**src/rtl/spm_stream_reader.sv**
```systemverilog
// Read-side DMA engine for the scratchpad: sweeps a contiguous word range on one
// SPM port and streams the words out on valid/ready through a 3-entry skid FIFO.
//
// state    | meaning
// ---------+-----------------------------------------------------------
// ST_IDLE  | waiting for start; FIFO empty, nothing in flight
// ST_RUN   | issuing reads while issue counter != 0 and buffer has room
// ST_DRAIN | all reads issued; waiting for the last beat to leave

module spm_stream_reader #(
    parameter int ADDR_W = 12,
    parameter int DATA_W = 32
) (
    input  logic              clk,
    input  logic              reset,
    input  logic              start,
    input  logic [ADDR_W-1:0] base_addr,
    input  logic [ADDR_W:0]   length,
    output logic              busy,
    output logic              done,
    output logic [ADDR_W-1:0] spm_addr,
    output logic              spm_we,
    output logic [DATA_W-1:0] spm_wdata,
    input  logic [DATA_W-1:0] spm_rdata,
    output logic              out_valid,
    output logic [DATA_W-1:0] out_data,
    output logic              out_last,
    input  logic              out_ready
);

    typedef enum logic [1:0] {
        ST_IDLE  = 2'd0,
        ST_RUN   = 2'd1,
        ST_DRAIN = 2'd2
    } state_t;

    state_t            state_q, state_d;
    logic [ADDR_W-1:0] ptr_q, ptr_d;
    logic [ADDR_W-1:0] addr_hold_q, addr_hold_d;
    logic [ADDR_W:0]   issue_cnt_q, issue_cnt_d;
    logic [ADDR_W:0]   beat_cnt_q, beat_cnt_d;
    logic              inflight_q, inflight_d;
    logic [DATA_W-1:0] fifo_q [3];
    logic [DATA_W-1:0] fifo_d [3];
    logic [1:0]        rd_q, rd_d;
    logic [1:0]        wr_q, wr_d;
    logic [1:0]        count_q, count_d;

    logic              issue;
    logic              push;
    logic              pop;
    logic              drain_done;
    logic [2:0]        occupancy;

    // Words buffered plus the one possibly on its way from the RAM must leave a
    // free slot, so a read issued now always has somewhere to land.
    always_comb begin
        occupancy  = {1'b0, count_q} + {2'b00, inflight_q};
        issue      = (state_q == ST_RUN) && (issue_cnt_q != '0) && (occupancy < 3'd3);
        push       = inflight_q;
        pop        = (count_q != 2'd0) && out_ready;
        drain_done = (state_q == ST_DRAIN) && (beat_cnt_q == '0) && !inflight_q;
    end

    always_comb begin
        state_d     = state_q;
        ptr_d       = ptr_q;
        issue_cnt_d = issue_cnt_q;
        beat_cnt_d  = beat_cnt_q;
        inflight_d  = issue;

        if (pop) begin
            beat_cnt_d = beat_cnt_q - 1'b1;
        end

        case (state_q)
            ST_IDLE: begin
                if (start) begin
                    ptr_d       = base_addr;
                    issue_cnt_d = length;
                    beat_cnt_d  = length;
                    state_d     = (length != '0) ? ST_RUN : ST_DRAIN;
                end
            end
            ST_RUN: begin
                if (issue) begin
                    ptr_d       = ptr_q + 1'b1;
                    issue_cnt_d = issue_cnt_q - 1'b1;
                end
                if (issue_cnt_d == '0) begin
                    state_d = ST_DRAIN;
                end
            end
            ST_DRAIN: begin
                if (drain_done) begin
                    state_d = ST_IDLE;
                end
            end
            default: begin
                state_d = ST_IDLE;
            end
        endcase
    end

    always_comb begin
        spm_addr    = issue ? ptr_q : addr_hold_q;
        addr_hold_d = spm_addr;
        spm_we      = 1'b0;
        spm_wdata   = '0;
        busy        = (state_q != ST_IDLE);
        done        = drain_done;
    end

    // Circular 3-entry FIFO; read data is only captured on the cycle after an issue.
    always_comb begin
        fifo_d  = fifo_q;
        wr_d    = wr_q;
        rd_d    = rd_q;
        count_d = count_q;

        if (push) begin
            fifo_d[wr_q] = spm_rdata;
            wr_d         = (wr_q == 2'd2) ? 2'd0 : wr_q + 2'd1;
        end
        if (pop) begin
            rd_d = (rd_q == 2'd2) ? 2'd0 : rd_q + 2'd1;
        end
        if (push && !pop) begin
            count_d = count_q + 2'd1;
        end else if (!push && pop) begin
            count_d = count_q - 2'd1;
        end
    end

    always_comb begin
        out_valid = (count_q != 2'd0);
        out_data  = fifo_q[rd_q];
        out_last  = out_valid && (beat_cnt_q == {{ADDR_W{1'b0}}, 1'b1});
    end

    always_ff @(posedge clk) begin
        if (reset) begin
            state_q     <= ST_IDLE;
            ptr_q       <= '0;
            addr_hold_q <= '0;
            issue_cnt_q <= '0;
            beat_cnt_q  <= '0;
            inflight_q  <= 1'b0;
            rd_q        <= 2'd0;
            wr_q        <= 2'd0;
            count_q     <= 2'd0;
            for (int i = 0; i < 3; i++) begin
                fifo_q[i] <= '0;
            end
        end else begin
            state_q     <= state_d;
            ptr_q       <= ptr_d;
            addr_hold_q <= addr_hold_d;
            issue_cnt_q <= issue_cnt_d;
            beat_cnt_q  <= beat_cnt_d;
            inflight_q  <= inflight_d;
            rd_q        <= rd_d;
            wr_q        <= wr_d;
            count_q     <= count_d;
            for (int i = 0; i < 3; i++) begin
                fifo_q[i] <= fifo_d[i];
            end
        end
    end

endmodule
```
**config.mk**
```make
export PLATFORM = sky130hd
export DESIGN_NAME = spm_stream_reader
export DESIGN_NICKNAME = d
export VERILOG_FILES = /design/src/rtl/spm_stream_reader.sv
export SDC_FILE = /design/constraint.sdc
export NUM_CORES = 1
export LEC_CHECK = 0
export CAP_MARGIN = 10
export CORE_UTILIZATION = 57
export CTS_BUF_LIST = sky130_fd_sc_hd__clkbuf_16
export CTS_CLUSTER_SIZE = 25
export DETAILED_ROUTE_END_ITERATION = 8
export HOLD_SLACK_MARGIN = 0.02
export PLACE_DENSITY = 0.9
export SYNTH_ARGS = -nofsm -noshare
export SYNTH_HDL_FRONTEND = slang
export SYNTH_SLANG_ARGS = --single-unit
```
**constraint.sdc**
```tcl
create_clock -name clk -period 4.04 [get_ports clk]
set_input_delay 0.808 -clock clk [delete_from_list [all_inputs] [get_ports clk]]
set_output_delay 0.808 -clock clk [all_outputs]
set_load 0.01 [all_outputs]
```
### After elaboration in Yosys (flattened, before gate mapping)

Index checks and enable logic that the tools add are counted.

| storage, ports and cells | value |
|---|---|
| input port bits | 61 |
| memory bits (writable) | 0 |
| bits in latches | 0 |
| register bits after elaboration | 155 |
| logic and storage cells | 84 |
| memories | 0 |
| output and inout port bits | 81 |
| memory bits (read-only) | 0 |

| operators by class | value |
|---|---|
| equal/unequal tests | 9 |
| add/subtract/negate cells | 8 |
| magnitude comparators | 4 |
| multiplexer cells | 26 |
| $mul | 0 |
| div/mod/pow operators | 0 |
| shift operators | 0 |
| reductions and logical operators | 23 |
| bitwise operators | 2 |

Operators by type and width:

| operator | count |
|---|---|
| $bwmux W96 | 1 |
| $mux W32 | 3 |
| $mux W13 | 6 |
| $bmux W32 S2 | 1 |
| $demux W32 S2 | 1 |
| $mux W12 | 3 |
| $logic_not A13 Y1 | 2 |
| $pmux W13 S2 | 1 |
| $reduce_bool A13 Y1 | 2 |
| $sub A13 B1 Y13 const B | 2 |
| $pmux W12 S2 | 1 |
| $mux W2 | 8 |
| $eq A13 B1 Y1 const B | 1 |
| $add A12 B1 Y12 const B | 1 |
| $logic_and A1 B1 Y1 | 9 |
| $reduce_bool A2 Y1 | 4 |
| $add A2 B1 Y2 const B | 3 |
| $eq A2 B2 Y1 const B | 3 |
| $ge A3 B3 Y1 const B | 2 |
| $ne A2 B2 Y1 const B | 3 |
| $not A2 Y3 | 2 |
| $pmux W2 S3 | 1 |
| $reduce_and A3 Y1 | 2 |
| $add A2 B1 Y3 | 1 |
| 8 further kinds | 9 |

### Longest topological paths before layout

| logic depth | value |
|---|---|
| depth in word-level cells | 8 |
| depth in mapped cells | 9 |
| mapped depth without buffers | 8 |

### Worst setup path before layout

OpenSTA, ideal clock, no wires.

| path | value |
|---|---|
| kind | reg-to-output |
| start point | reg inflight_q |
| end point | out spm_addr[10] |
| cell stages (with the launch flop) | 8 |
| buffers on the path | 1 |
| required time | 3.232 ns |
| arrival time | 1.931 ns |
| slack | 1.301 ns |
| cells stage by stage | dfxtp_1 ha_1 ha_1 a21oi_2 and2_1 nand2_2 buf_6 mux2_1 |

| on the way | value |
|---|---|
| word-level cells in the longest chain between the ends | 4 |

RTL lines:

| what | line | source |
|---|---|---|
| start, declared | 42 | `logic inflight_q, inflight_d;` |
| start signal, assigned | 161 | `inflight_q <= inflight_d;` |
| $add A2 B1 Y3 | 58 | `occupancy = {1'b0, count_q} + {2'b00, inflight_q};` |
| $lt A3 B2 Y1 | 59 | `issue = (state_q == ST_RUN) && (issue_cnt_q != '0) && (occupancy < 3'd3);` |
| $logic_and A1 B1 Y1 | 59 |  |
| $mux W12 | 106 | `spm_addr = issue ? ptr_q : addr_hold_q;` |
| end, declared | 21 | `output logic [ADDR_W-1:0] spm_addr,` |

Every way passes these cells.

### Worst setup path after layout

Ends and elaborated chain as after synthesis.

==> results.md <==
Place:
- After detailed placement, the total cell area comes to about 8700 um^2.
- The congestion estimate from routability-driven global placement came to roughly 0.95.
- The final HPWL from detailed placement is 12800 um.
- The worst setup timing slack at the placement stage is approximately 0.6 ns.
- The port buffer count is 108.

Synth:
- Of the total synthesized cell area, the portion taken by XOR and XNOR cells is under 10%.
- The netlist uses roughly 70 different library cells.
- The area fraction of the dominant cell type after synthesis is 40.40%.
- After Yosys synthesis, and, or, nand and nor cells account for around a quarter of the synthesized area.
- The async set-reset flop share out of synthesis is 0%.
- The mux contribution to synthesized area is 6.320%.
- The count of yosys warnings during synthesis is 0.
- Summing the areas of all fa, ha and maj instances in the mapped netlist gives 1.303% of the synthesized area.
- The most used flip-flop cell after synthesis is sky130_fd_sc_hd__dfxtp_1.
- The share of the synthesized area in compound gates (AO/OA/AOI/OAI) is 18.49%.
- The number of synthesized flops with an enable pin is 0.
- The sequential-to-total area share from yosys stat is 40.40%.
- The number of storage elements in the synthesis netlist is 155.
- After synthesis the cells add up to slightly below 8000 um^2.
- The cell taking the most area after synthesis is sky130_fd_sc_hd__dfxtp_1.
- The synthesized instance count is 990.
- Yosys attributes the largest share of cell area to sky130_fd_sc_hd__dfxtp_1, sky130_fd_sc_hd__nand2_1, sky130_fd_sc_hd__a21oi_1.
- The average cell area after synthesis is approximately 7.8 um^2.
- The combinational family with the most area after synthesis is simple AND/OR/NAND/NOR gates.

Detailed routing:
- In the final routed layout, each cell accounts on average for 16.22 um.
- The iteration-0 DRC count of the detailed router is 630.
- The number of detailed-route iterations in the first pass is 5.
- The routed wire length is about 20000 um.
- In this run the remaining antenna-violating nets after routing total 0.
- The post-detailed-route via-to-cell ratio is roughly 5.8.
- The routed layout has approximately 7200 vias.
- The count of unresolved DRC violations after routing is 0.

Floorplan:
- For this configuration, the core starts out at a cell density of about three fifths.
- The core region is between 10000 and 15000 um^2.
- In this run the horizontal extent of the chip is 118.1 um.
- For this design the top-level I/O count stands at 142.
- Measured along the y axis, the die boundary spans around 120 um.
- The floorplan die area is between 10000 and 15000 um^2.
- After floorplanning, the core was divided into 42 placement rows.

GRT:
- The global-route wire length before repair is roughly 33000 um.
- The initial antenna violation count was 0.
- The number of global-route vias before repair is roughly 6800.
- The total global routing track utilization is between 20% and 30%.
- The maximum number of pins on one net before global-route repair is roughly 70.
- Summed over all layers, the global routing overflow is 0.

Critical path:
- The largest driver fanout on the critical path is 16.
- At the worst endpoint, the arrival time is approximately 3 ns.
- The required time of the critical path is ~3.2 ns.
- The beginning of the worst register-to-register path is inflight_q$_SDFF_PP0_.
- STA classifies the critical path startpoint as a flip-flop.
- The endpoint identified for the worst register-to-register timing path is ptr_q[2]$_SDFFE_PP0P_.
- The sort of element at the end of the critical path is an output port.
- The number of cells on the worst reg-to-reg path is 8.
- Across all register-to-register paths, the minimum setup slack is around 1.2 ns.
- The classification of the worst setup path is flip-flop to output port.

Power:
- The largest vdd supply drop is approximately 0.29 mV.
- The clock network accounts for 35.9% of the total power.
- Of the total power, registers draw 39.5%.
- The leakage power is 3.194 nW.
- Overall power consumption after layout is estimated at between 4 and 5 mW.
- The design internal power is approximately 3.1 mW.
- The power per cell area is around 500 nW/um^2.
- Of the total power, the share spent switching nets is 31.82%.
- Summed over all nets, the switching power comes to ~1.5 mW.
- In this run, the combinational gates consume 24.5% of the power.

Layout:
- The top cell types in the final layout, fill and taps aside, are sky130_fd_sc_hd__nand2_1, sky130_fd_sc_hd__dfxtp_1, sky130_fd_sc_hd__a21oi_1, sky130_fd_sc_hd__clkdlybuf4s50_1, sky130_fd_sc_hd__o21ai_0.
- With fillers left out, the area of the finished cells amounts to about 9300 um^2.
- The growth of design area from synthesis to finish is 21.06%.
- The most frequent standard cell in the layout excluding fill and tap cells is sky130_fd_sc_hd__nand2_1.
- After the last flow step, the layout net total stands at between 1000 and 1500.
- 0 antenna diodes ended up in the layout.
- Of the cells placed in the final design, the portion with a size suffix greater than 1 is under 10%.
- The layout has roughly 1100 filler cells.

STA:
- The total negative setup slack is 0 ns.
- Of the available clock period, the critical path in the final layout requires a little over nine tenths.
- Headroom to the max-slew limit came out at between 30% and 40%.
- The slew at the pin closest to its max-slew limit is approximately 0.9 ns.
- The final critical path time including I/O delays and setup is approximately 3.8 ns.
- The final number of hold-violating endpoints is 0.
- Setup repair after global routing left no endpoint under its margin.
- After layout, the worst setup slack is 0.2202 ns.
- The final count of pins violating max slew is 0.
- The worst setup skew after layout is between 0.004 and 0.005 ns.
- Derived from the worst setup path, the maximum achievable clock frequency is about 260 MHz.
- The final count of negative-setup-slack endpoints is 0.

Worst hold path:
- The startpoint identified for the worst hold timing path is fifo_q[74]$_SDFFE_PP0P_.
- The worst-case hold path end point is fifo_q[74]$_SDFFE_PP0P_.
- The min-delay analysis places its worst path in the category flip-flop to flip-flop.
- Along the worst hold path, the cell count comes to 2.

CTS:
- The clock passes through at most 2 buffers.
- TritonCTS created 17 clock buffers.
- Once the clock tree was built, the setup fixing pass inserted 0 buffers.
- The number of levels in the clock H-tree is 4.
- The clock latency at the later pin of the worst-skew pair is between 0.4 and 0.5 ns.
- The hold buffer count at cts is 0.
- The clock-pin slew reported for the worst setup and hold paths after clock tree synthesis is about 0.060 ns.
- TritonCTS built the clock tree.
- The number of sinks handled by clock tree synthesis is between 150 and 200.
- The cell sitting at the root of the clock tree is a sky130_fd_sc_hd__clkbuf_16.

Status:
- The flow ran to the end, and the final reports show no timing, DRC or antenna violations.

Run:
- The tool flagged a number of max-cap violations equal to 0.
[power groups by stage]
stage          registers (mW)  clock network [mW]  logic [mW]
2_1_floorplan            1.77                   0       0.837
3_3_place_gp             1.84                   0        1.08
3_5_place_dp             1.85                   0        1.10
4_1_cts                  1.82                1.67        1.11
5_1_grt                  1.85                1.74        1.23
6_report                 1.82                1.66        1.13
[critical path, stage by stage, from the launching register on]
cell	delay, ns
sky130_fd_sc_hd__dfxtp_1	0.38
sky130_fd_sc_hd__ha_1	0.23
sky130_fd_sc_hd__ha_1	0.28
sky130_fd_sc_hd__a21oi_2	0.35
sky130_fd_sc_hd__and2_1	0.30
sky130_fd_sc_hd__nand2_4	0.18
sky130_fd_sc_hd__mux2_1	0.37
sky130_fd_sc_hd__clkdlybuf4s50_1	0.49
[cells by family after synthesis]
| kind of cell | after synthesis |
|---|---|
| xor gates and xnor gates | 11 |
| adders and majority gates | 8 |
| other | 1 |
| AOI/OAI and AO/OA | 245 |
| DFF | 155 |
| buffers and inverters | 115 |
| and+or+nand+nor | 408 |
| muxes | 47 |
[area by class of cell]
| type | instances | area, um^2 | share of cell area [%] |
|---|---|---|---|
| sequential | 155 | 3104 | 33.38 |
| clock buffer | 17 | 425.4 | 4.575 |
| clock inverter | 15 | 188.9 | 2.032 |
| multi-input combinational | 752 | 4143 | 44.55 |
| tap | 176 | 220.2 | 2.368 |
| timing repair buffer | 121 | 1176 | 12.65 |
| inverter | 11 | 41.29 | 0.4440 |
[flip-flops by register name, summed over array words and instances (netlist names)]
signal and count:
fifo_q 96, beat_cnt_q 13, issue_cnt_q 13, addr_hold_q 12, ptr_q 12, count_q 2
rd_q 2, state_q 2, wr_q 2, inflight_q 1
[per-layer routing]
| layer | GRT usage (%) | up-vias | share of wire [%] |
|---|---|---|---|
| li1 | - | 3494 | - |
| met2 | 49.82 | 312 | 48 |
| met5 | 0 | - | 0 |
| met3 | 5.862 | 40 | 6.7 |
| met4 | 10.74 | 0 | 2.2 |
| met1 | 37.21 | 3395 | 43 |
[what timing repair did]
item | in CTS | in global routing
setup endpoints to repair | 0 | 12
gates resized for setup | 0 | 2
hold endpoints to repair | 0 | 0
[worst max path at each step]
stage	startpoint	to	slack [ns]	cells past startpoint
floorplan	inflight_q$_SDFF_PP0_	spm_addr[10]	1.30	7
global placement	issue_cnt_q[0]$_SDFFE_PP0P_	spm_addr[3]	0.66	7
detailed placement	issue_cnt_q[0]$_SDFFE_PP0P_	spm_addr[2]	0.60	7
CTS	issue_cnt_q[0]$_SDFFE_PP0P_	spm_addr[2]	0.13	7
global route	inflight_q$_SDFF_PP0_	spm_addr[5]	0.05	7
finish	inflight_q$_SDFF_PP0_	spm_addr[10]	0.22	7
[synth_stat cells (all sizes together) (3+ instances only)]
library cell / instances
a311oi: 7
ha: 8
a21oi: 128
dfxtp: 155
xor2: 6
inv: 10
nor3: 16
nand2: 257
mux2i: 35
nand2b: 4
xnor2: 5
or4b: 4
nor4b: 4
or2: 6
o32ai: 4
and2: 3
clkbuf: 57
or3: 9
o22ai: 6
nor4: 9
buf: 47
mux2: 12
or4: 6
nor2: 43
o221ai: 4
a211oi: 20
nand4: 10
nor2b: 13
o21ai: 57
nand3: 15
[metrics by stage]
step                      utilization (%)  std cells  hold WS [ns]
after floorplan                         -       1022        0.4357
after global routing                70.50       1247        0.4720
final                               70.50       1247        0.4521
after detailed placement            65.74       1215        0.4456
after global placement              65.74       1215        0.4407
after CTS                           70.39       1247        0.4540
Power figures use the tool's default switching activity.
